`config.mk`:
```
export PLATFORM = sky130hd
export DESIGN_NAME = bsg_dly_lock_ctrl
export DESIGN_NICKNAME = d
export VERILOG_FILES = /design/src/rtl/bsg_dly_lock_ctrl.sv
export SDC_FILE = /design/constraint.sdc
export NUM_CORES = 1
export LEC_CHECK = 0
export ABC_AREA = 1
export BUFFER_PORTS_ARGS = -buffer_cell sky130_fd_sc_hd__buf_2
export CAP_MARGIN = 10
export CORE_ASPECT_RATIO = 1.75
export CORE_MARGIN = 1.5
export CORE_UTILIZATION = 60
export CTS_BUF_LIST = sky130_fd_sc_hd__clkbuf_4
export DETAILED_ROUTE_END_ITERATION = 10
export GPL_TIMING_DRIVEN = 0
export PLACE_DENSITY = 0.85
export SLEW_MARGIN = 20
export SYNTH_ARGS = -nofsm -noshare
export SYNTH_HDL_FRONTEND = slang
export SYNTH_SLANG_ARGS = --single-unit
```
`constraint.sdc`:
```
create_clock -name clk_i -period 5.9 [get_ports clk_i]
set_input_delay 1.18 -clock clk_i [delete_from_list [all_inputs] [get_ports clk_i]]
set_output_delay 1.18 -clock clk_i [all_outputs]
set_load 0.05 [all_outputs]
```
`src/rtl/bsg_dly_lock_ctrl.sv`:
```
// bsg_dly_lock_ctrl: settle / majority-vote / single-LSB step loop that locks a delay-line code
module bsg_dly_lock_ctrl #(
   parameter int code_width_p    = 8,
   parameter int settle_cycles_p = 16,
   parameter int sample_count_p  = 8,
   parameter int lock_toggles_p  = 4
) (
   input  logic                    clk_i,
   input  logic                    reset_n_i,
   input  logic                    en_i,
   input  logic [code_width_p-1:0] init_code_i,
   input  logic                    early_i,
   input  logic                    valid_i,
   output logic [code_width_p-1:0] dly_code_o,
   output logic                    code_update_o,
   output logic                    locked_o,
   output logic                    sat_o,
   output logic                    busy_o
);
   localparam int sw_lp = $clog2(settle_cycles_p+1);
   localparam int nw_lp = $clog2(sample_count_p+1);
   localparam int tw_lp = $clog2(lock_toggles_p+1);
   typedef enum logic [1:0] {IDLE, SETTLE, SAMPLE, DECIDE} state_e;
   typedef enum logic [1:0] {NONE, UP, DN} dir_e;
   state_e                  state_q, state_d;
   dir_e                    prev_q, prev_d;
   logic [code_width_p-1:0] code_q, code_d;
   logic                    upd_q, upd_d, locked_q, locked_d, sat_q, sat_d;
   logic [sw_lp-1:0]        settle_q, settle_d;
   logic [nw_lp-1:0]        smp_q, smp_d, early_q, early_d;
   logic [tw_lp-1:0]        tog_q, tog_d, tog_n;
   logic                    up, dn, opp, sat_hit;
   assign up      = early_q > nw_lp'(sample_count_p/2);
   assign dn      = early_q < nw_lp'(sample_count_p/2);
   assign sat_hit = (up & (&code_q)) | (dn & ~|code_q);
   assign opp     = (up & prev_q == DN) | (dn & prev_q == UP);
   // ties and reversals both count as dithering; a repeated direction restarts the count
   assign tog_n   = (!up && !dn) || opp
                    ? (tog_q == tw_lp'(lock_toggles_p) ? tog_q : tog_q + tw_lp'(1))
                    : '0;
   always_comb begin
      state_d  = state_q;
      prev_d   = prev_q;
      code_d   = code_q;
      upd_d    = 1'b0;
      locked_d = locked_q;
      sat_d    = sat_q;
      settle_d = settle_q;
      smp_d    = smp_q;
      early_d  = early_q;
      tog_d    = tog_q;
      unique case (state_q)
         IDLE: if (en_i) begin
            code_d   = init_code_i;
            upd_d    = 1'b1;
            prev_d   = NONE;
            tog_d    = '0;
            settle_d = sw_lp'(settle_cycles_p);
            state_d  = SETTLE;
         end
         SETTLE: begin
            settle_d = settle_q - sw_lp'(1);
            if (settle_q == sw_lp'(1)) begin
               state_d = SAMPLE;
               smp_d   = '0;
               early_d = '0;
            end
         end
         SAMPLE: if (valid_i) begin
            smp_d   = smp_q + nw_lp'(1);
            early_d = early_q + nw_lp'(early_i);
            state_d = smp_q == nw_lp'(sample_count_p-1) ? DECIDE : SAMPLE;
         end
         DECIDE: begin
            state_d  = SETTLE;
            settle_d = sw_lp'(settle_cycles_p);
            code_d   = sat_hit ? code_q
                     : up ? code_q + code_width_p'(1)
                     : dn ? code_q - code_width_p'(1) : code_q;
            upd_d    = (up | dn) & ~sat_hit;
            sat_d    = sat_hit;
            prev_d   = up ? UP : dn ? DN : prev_q;
            tog_d    = tog_n;
            locked_d = tog_n == tw_lp'(lock_toggles_p);
         end
         default: state_d = IDLE;
      endcase
      // dropping enable wins over any decision taken in the same cycle
      if (!en_i && state_q != IDLE) begin
         state_d  = IDLE;
         code_d   = code_q;
         upd_d    = 1'b0;
         locked_d = 1'b0;
         sat_d    = 1'b0;
         settle_d = '0;
         smp_d    = '0;
         early_d  = '0;
         tog_d    = '0;
         prev_d   = NONE;
      end
   end
   always_ff @(posedge clk_i or negedge reset_n_i) begin
      if (!reset_n_i) begin
         state_q  <= IDLE;
         prev_q   <= NONE;
         code_q   <= '0;
         upd_q    <= 1'b0;
         locked_q <= 1'b0;
         sat_q    <= 1'b0;
         settle_q <= '0;
         smp_q    <= '0;
         early_q  <= '0;
         tog_q    <= '0;
      end else begin
         state_q  <= state_d;
         prev_q   <= prev_d;
         code_q   <= code_d;
         upd_q    <= upd_d;
         locked_q <= locked_d;
         sat_q    <= sat_d;
         settle_q <= settle_d;
         smp_q    <= smp_d;
         early_q  <= early_d;
         tog_q    <= tog_d;
      end
   end
   assign dly_code_o    = code_q;
   assign code_update_o = upd_q;
   assign locked_o      = locked_q;
   assign sat_o         = sat_q;
   assign busy_o        = state_q != IDLE;
endmodule
```
==> impl_metrics.prom <==
# TYPE chip_impl_metric gauge
chip_impl_metric{name="via_count_of_the_first_global_routing_pass",unit=""} 1781
chip_impl_metric{name="min_period",unit="ps"} 2580
chip_impl_metric{name="post-place-cells",unit=""} 363
chip_impl_metric{name="cp_data_required_time",unit="ps"} 4720
chip_impl_metric{name="syn-instance-count",unit=""} 294
chip_impl_metric{name="cts.htree.levels",unit=""} 2
chip_impl_info{name="dominantRegCellSynth",value="dfrtp_1"} 1
chip_impl_metric{name="period_share",unit=""} 0.438
chip_impl_metric{name="drive_above_1_share",unit=""} 0.130
chip_impl_metric{name="grt_antenna_before_repair",unit=""} 0
chip_impl_metric{name="global_route_wire_length_before_repair",unit="um"} 7380
chip_impl_metric{name="io_pins",unit=""} 25
chip_impl_metric{name="dp_worst_setup_slack",unit="ps"} 3460
chip_impl_metric{name="synth_simple_gate_area_frac",unit=""} 0.304
chip_impl_metric{name="cellInternalPower",unit="uW"} 563
chip_impl_info{name="outcome",value="complete, no violations"} 1
chip_impl_metric{name="switching_share",unit=""} 0.531
chip_impl_metric{name="clock.fmax",unit="MHz"} 387
chip_impl_metric{name="synth_adder_area_share",unit=""} 0.115
chip_impl_info{name="setup_repair_after_global_routing_missed_its_margin",value="false"} 1
chip_impl_info{name="cp-end-kind",value="output port"} 1
chip_impl_metric{name="net-switching-power",unit="uW"} 637
chip_impl_metric{name="drt_first_pass_iters",unit=""} 4
chip_impl_metric{name="cts.clk_slew.worst_paths",unit="ps"} 100
chip_impl_metric{name="ff_latch_area",unit="sq um"} 776
chip_impl_metric{name="antennaDiodeCount",unit=""} 0
chip_impl_metric{name="finalWeightedCongestion",unit=""} 0.841
chip_impl_metric{name="cts_post_setup_buffers_inserted",unit=""} 0
chip_impl_metric{name="power.leakage",unit="nW"} 1.30
chip_impl_metric{name="dr.first_iter.drc_count",unit=""} 55
chip_impl_info{name="worstPathCellList",value="inv_1 -> ha_1 -> inv_1 -> buf_2"} 1
chip_impl_metric{name="final-max-slew-violation-count",unit=""} 0
chip_impl_metric{name="post-dp-hpwl",unit="um"} 3490
chip_impl_metric{name="final_area",unit="sq um"} 2350
chip_impl_info{name="cp-start-kind",value="flip-flop"} 1
chip_impl_metric{name="finalNetCount",unit=""} 357
chip_impl_metric{name="clock_tree.buffer_depth",unit=""} 2
chip_impl_metric{name="wl_per_cell",unit="um"} 12.3
chip_impl_info{name="path_delay_family",value="buffers and inverters"} 1
chip_impl_metric{name="ys_warn_count",unit=""} 0
chip_impl_info{name="hold_path_class",value="flip-flop to flip-flop"} 1
chip_impl_metric{name="synth_compound_gate_area_share",unit=""} 0.102
chip_impl_metric{name="pin_count_of_the_biggest_net_entering_global_routing",unit=""} 32
chip_impl_metric{name="row_count",unit=""} 28
chip_impl_metric{name="number_of_buffers_inserted_for_hold_repair_after_clock_tree_synthesis",unit=""} 0
chip_impl_metric{name="syn-mean-instance-area",unit="sq um"} 7.23
chip_impl_metric{name="final-setup-viol-count",unit=""} 0
chip_impl_metric{name="timing.critical_path.buf_inv",unit=""} 3
chip_impl_metric{name="cts_made_buffers",unit=""} 5
chip_impl_metric{name="ant_nets",unit=""} 0
chip_impl_metric{name="post_cts_resize_count",unit=""} 0
chip_impl_metric{name="core",unit="sq um"} 3400
chip_impl_metric{name="cpPeakStageDelay",unit="ps"} 410
chip_impl_metric{name="fillers",unit=""} 323
chip_impl_metric{name="post_synth_instance_area",unit="sq um"} 2130
chip_impl_metric{name="max_slew.worst_pin.slew",unit="ps"} 697
chip_impl_metric{name="combined_area_of_the_multi_input_logic_cells",unit="sq um"} 1180
chip_impl_metric{name="synth.net_count",unit=""} 326
chip_impl_metric{name="via_per_inst",unit=""} 5.34
chip_impl_metric{name="portion_of_the_post_synthesis_area_used_by_sequential_elements",unit=""} 0.365
chip_impl_metric{name="numPortBuffers",unit=""} 24
chip_impl_metric{name="drt_drc_violations_left",unit=""} 0
chip_impl_metric{name="max-slew-margin-rel",unit=""} 0.535
chip_impl_metric{name="dieArea",unit="sq um"} 3930
chip_impl_info{name="critical_path.slowest_cell",value="dfrtp_1"} 1
chip_impl_info{name="path_common_cell",value="inv_1"} 1
chip_impl_metric{name="synth-xor-area-share",unit=""} 0.0288
chip_impl_metric{name="global_route.overflow_total",unit=""} 0
chip_impl_metric{name="final_hold_viol_count",unit=""} 0
chip_impl_metric{name="clock_power_share",unit=""} 0.098
chip_impl_info{name="clock_tree.root_cell",value="clkbuf_4"} 1
chip_impl_metric{name="timing.clock.skew",unit="ps"} 8.17
chip_impl_metric{name="tns",unit="ps"} 0
chip_impl_info{name="post-synth-top-area-cell",value="dfrtp_1"} 1
chip_impl_metric{name="maxCapViolations",unit=""} 0
chip_impl_metric{name="area.growth.synth_to_final",unit="%"} 10.4
chip_impl_metric{name="share_comb_of_total_power",unit=""} 0.615
chip_impl_info{name="dominant_combinational_cell_family_by_area_after_synthesis",value="simple AND/OR/NAND/NOR gates"} 1
chip_impl_metric{name="synth_enable_flop_cells",unit=""} 0
chip_impl_info{name="criticalPathCategory",value="flip-flop to output port"} 1
chip_impl_metric{name="crit_fanout",unit=""} 4
chip_impl_metric{name="clock_sinks",unit=""} 31
chip_impl_metric{name="placed_cell_area",unit="sq um"} 2300
chip_impl_metric{name="ys_async_sr_fraction",unit=""} 1.00
chip_impl_metric{name="ir_worst_vdd",unit="mV"} 0.402
chip_impl_metric{name="yosys.area.top_type_share",unit=""} 0.365
chip_impl_metric{name="post_synth_mux_area_share",unit=""} 0.00471
chip_impl_metric{name="post-route-worst-setup-slack",unit="ps"} 3320
chip_impl_metric{name="synth-seq-cells",unit=""} 31
chip_impl_metric{name="sequential_share_of_power",unit=""} 0.288
chip_impl_metric{name="die_h",unit="um"} 81.8
chip_impl_metric{name="dr_total_vias",unit=""} 1969
chip_impl_info{name="ys_top_cells_by_area",value="dfrtp_1 36%, nand2_1 17%, ha_1 11%"} 1
chip_impl_metric{name="insertion_delay",unit="ps"} 330
chip_impl_metric{name="netlist-cell-type-count",unit=""} 27
chip_impl_metric{name="initial_core_util",unit=""} 0.626
chip_impl_metric{name="wirelength",unit="um"} 4520
chip_impl_metric{name="fin_cells",unit=""} 369
chip_impl_metric{name="power.density_cell_area",unit="nW/um^2"} 511
chip_impl_metric{name="arrival",unit="ps"} 1400
chip_impl_info{name="cts_tree",value="yes"} 1
chip_impl_metric{name="grt.total_usage",unit=""} 0.264
chip_impl_metric{name="die_x",unit="um"} 48.0
## worst register-to-register path, delay by kind of cell, from the launching register on
| kind | cells | cell delay [ps] |
|---|---|---|
| flops | 1 | 440 |
| buf+inv | 1 | 220 |
| fa+ha+maj | 1 | 320 |
| simple gates | 9 | 1040 |
## synth_stat cells, types with 2 or more instances
master	count
xnor2_1	2
buf_2	2
ha_1	18
nor3_1	2
nand3_1	28
nand2_1	94
nor2_1	22
dfrtp_1	31
or2_2	2
a21oi_1	12
o21ai_0	18
o22ai_1	4
o21ai_2	2
inv_1	36
nand4_1	5
xor2_1	5
## registers in the layout (all words and copies together), names as in the netlist
register	count
sat_o	1
locked_o	1
settle_q	5
code_update_o	1
early_q	4
state_q	2
prev_q	2
smp_q	4
tog_q	3
dly_code_o	8
## power groups by stage
stage	clock network (mW)	registers, mW	logic (mW)
after floorplan	0	0.433	0.485
after global placement	0	0.346	0.719
after detailed placement	0	0.349	0.737
after CTS	0.121	0.345	0.740
after global routing	0.125	0.353	0.841
final	0.117	0.345	0.738
## layer usage
metal	vias up	wire length, um	track usage
met1	908	1780	0.253
met3	13	122	0.0418
met5	-	0	0
li1	1010	-	-
met2	38	2470	0.499
met4	0	150	0.127
## metrics by stage
| stage | util | hold slack (ps) | total power, mW |
|---|---|---|---|
| 4_1_cts | 0.691 | 529 | 1.21 |
| 2_1_floorplan | - | 475 | 0.918 |
| 5_1_grt | 0.691 | 547 | 1.32 |
| 3_5_place_dp | 0.678 | 502 | 1.09 |
| 6_report | 0.691 | 527 | 1.20 |
| 3_3_place_gp | 0.678 | 497 | 1.07 |
## placed cells by master (no fill, tap or decap)
cell type / instances
o2111ai_1: 1
buf_4: 1
buf_2: 26
dfrtp_1: 31
clkbuf_4: 6
nand3_1: 28
fa_1: 1
o21ai_0: 18
nor3_1: 2
nand3_2: 1
nor2_1: 22
inv_2: 1
a31o_2: 1
ha_1: 18
xor2_1: 5
clkbuf_1: 1
or2_2: 2
a22oi_1: 1
nor2_2: 1
o21ai_2: 2
a21oi_1: 12
buf_6: 1
nand4_1: 5
xnor2_1: 2
inv_1: 36
o22ai_1: 4
nand2_1: 94
mux2i_1: 1
## cells by family (layout without fill, tap and decap cells)
kind of cell,Yosys count,after routing
and+or+nand+nor,155,155
buffers and inverters,42,72
AOI/OAI and AO/OA,39,39
DFF,31,31
adders and majority gates,19,19
xor gates and xnor gates,7,7
muxes,1,1
## path summary, 6_finish.rpt
| path | startpoint | to | slack [ps] | cells after the start |
|---|---|---|---|---|
| max | state_q[0] | busy_o | 3320 | 4 |
| min | prev_q[0] | prev_q[0] | 530 | 2 |
| max reg2reg | early_q[2] | dly_code_o[3] | 3770 | 11 |
| min reg2reg | prev_q[0] | prev_q[0] | 530 | 2 |
| max in group asynchronous | reset_n_i | tog_q[2] | 4560 | 1 |
| min in group asynchronous | reset_n_i | smp_q[0] | 880 | 1 |
## layout make-up
cell class | count | share of cell area
inverters | 37 | 0.0591
well taps | 45 | 0.0240
plain buffers | 5 | 0.0139
clock buffers | 6 | 0.0192
repair buffers | 24 | 0.0511
flip-flops and latches | 31 | 0.330
multi-input cells | 221 | 0.502
Note: power is estimated with default switching activity, not from simulation.
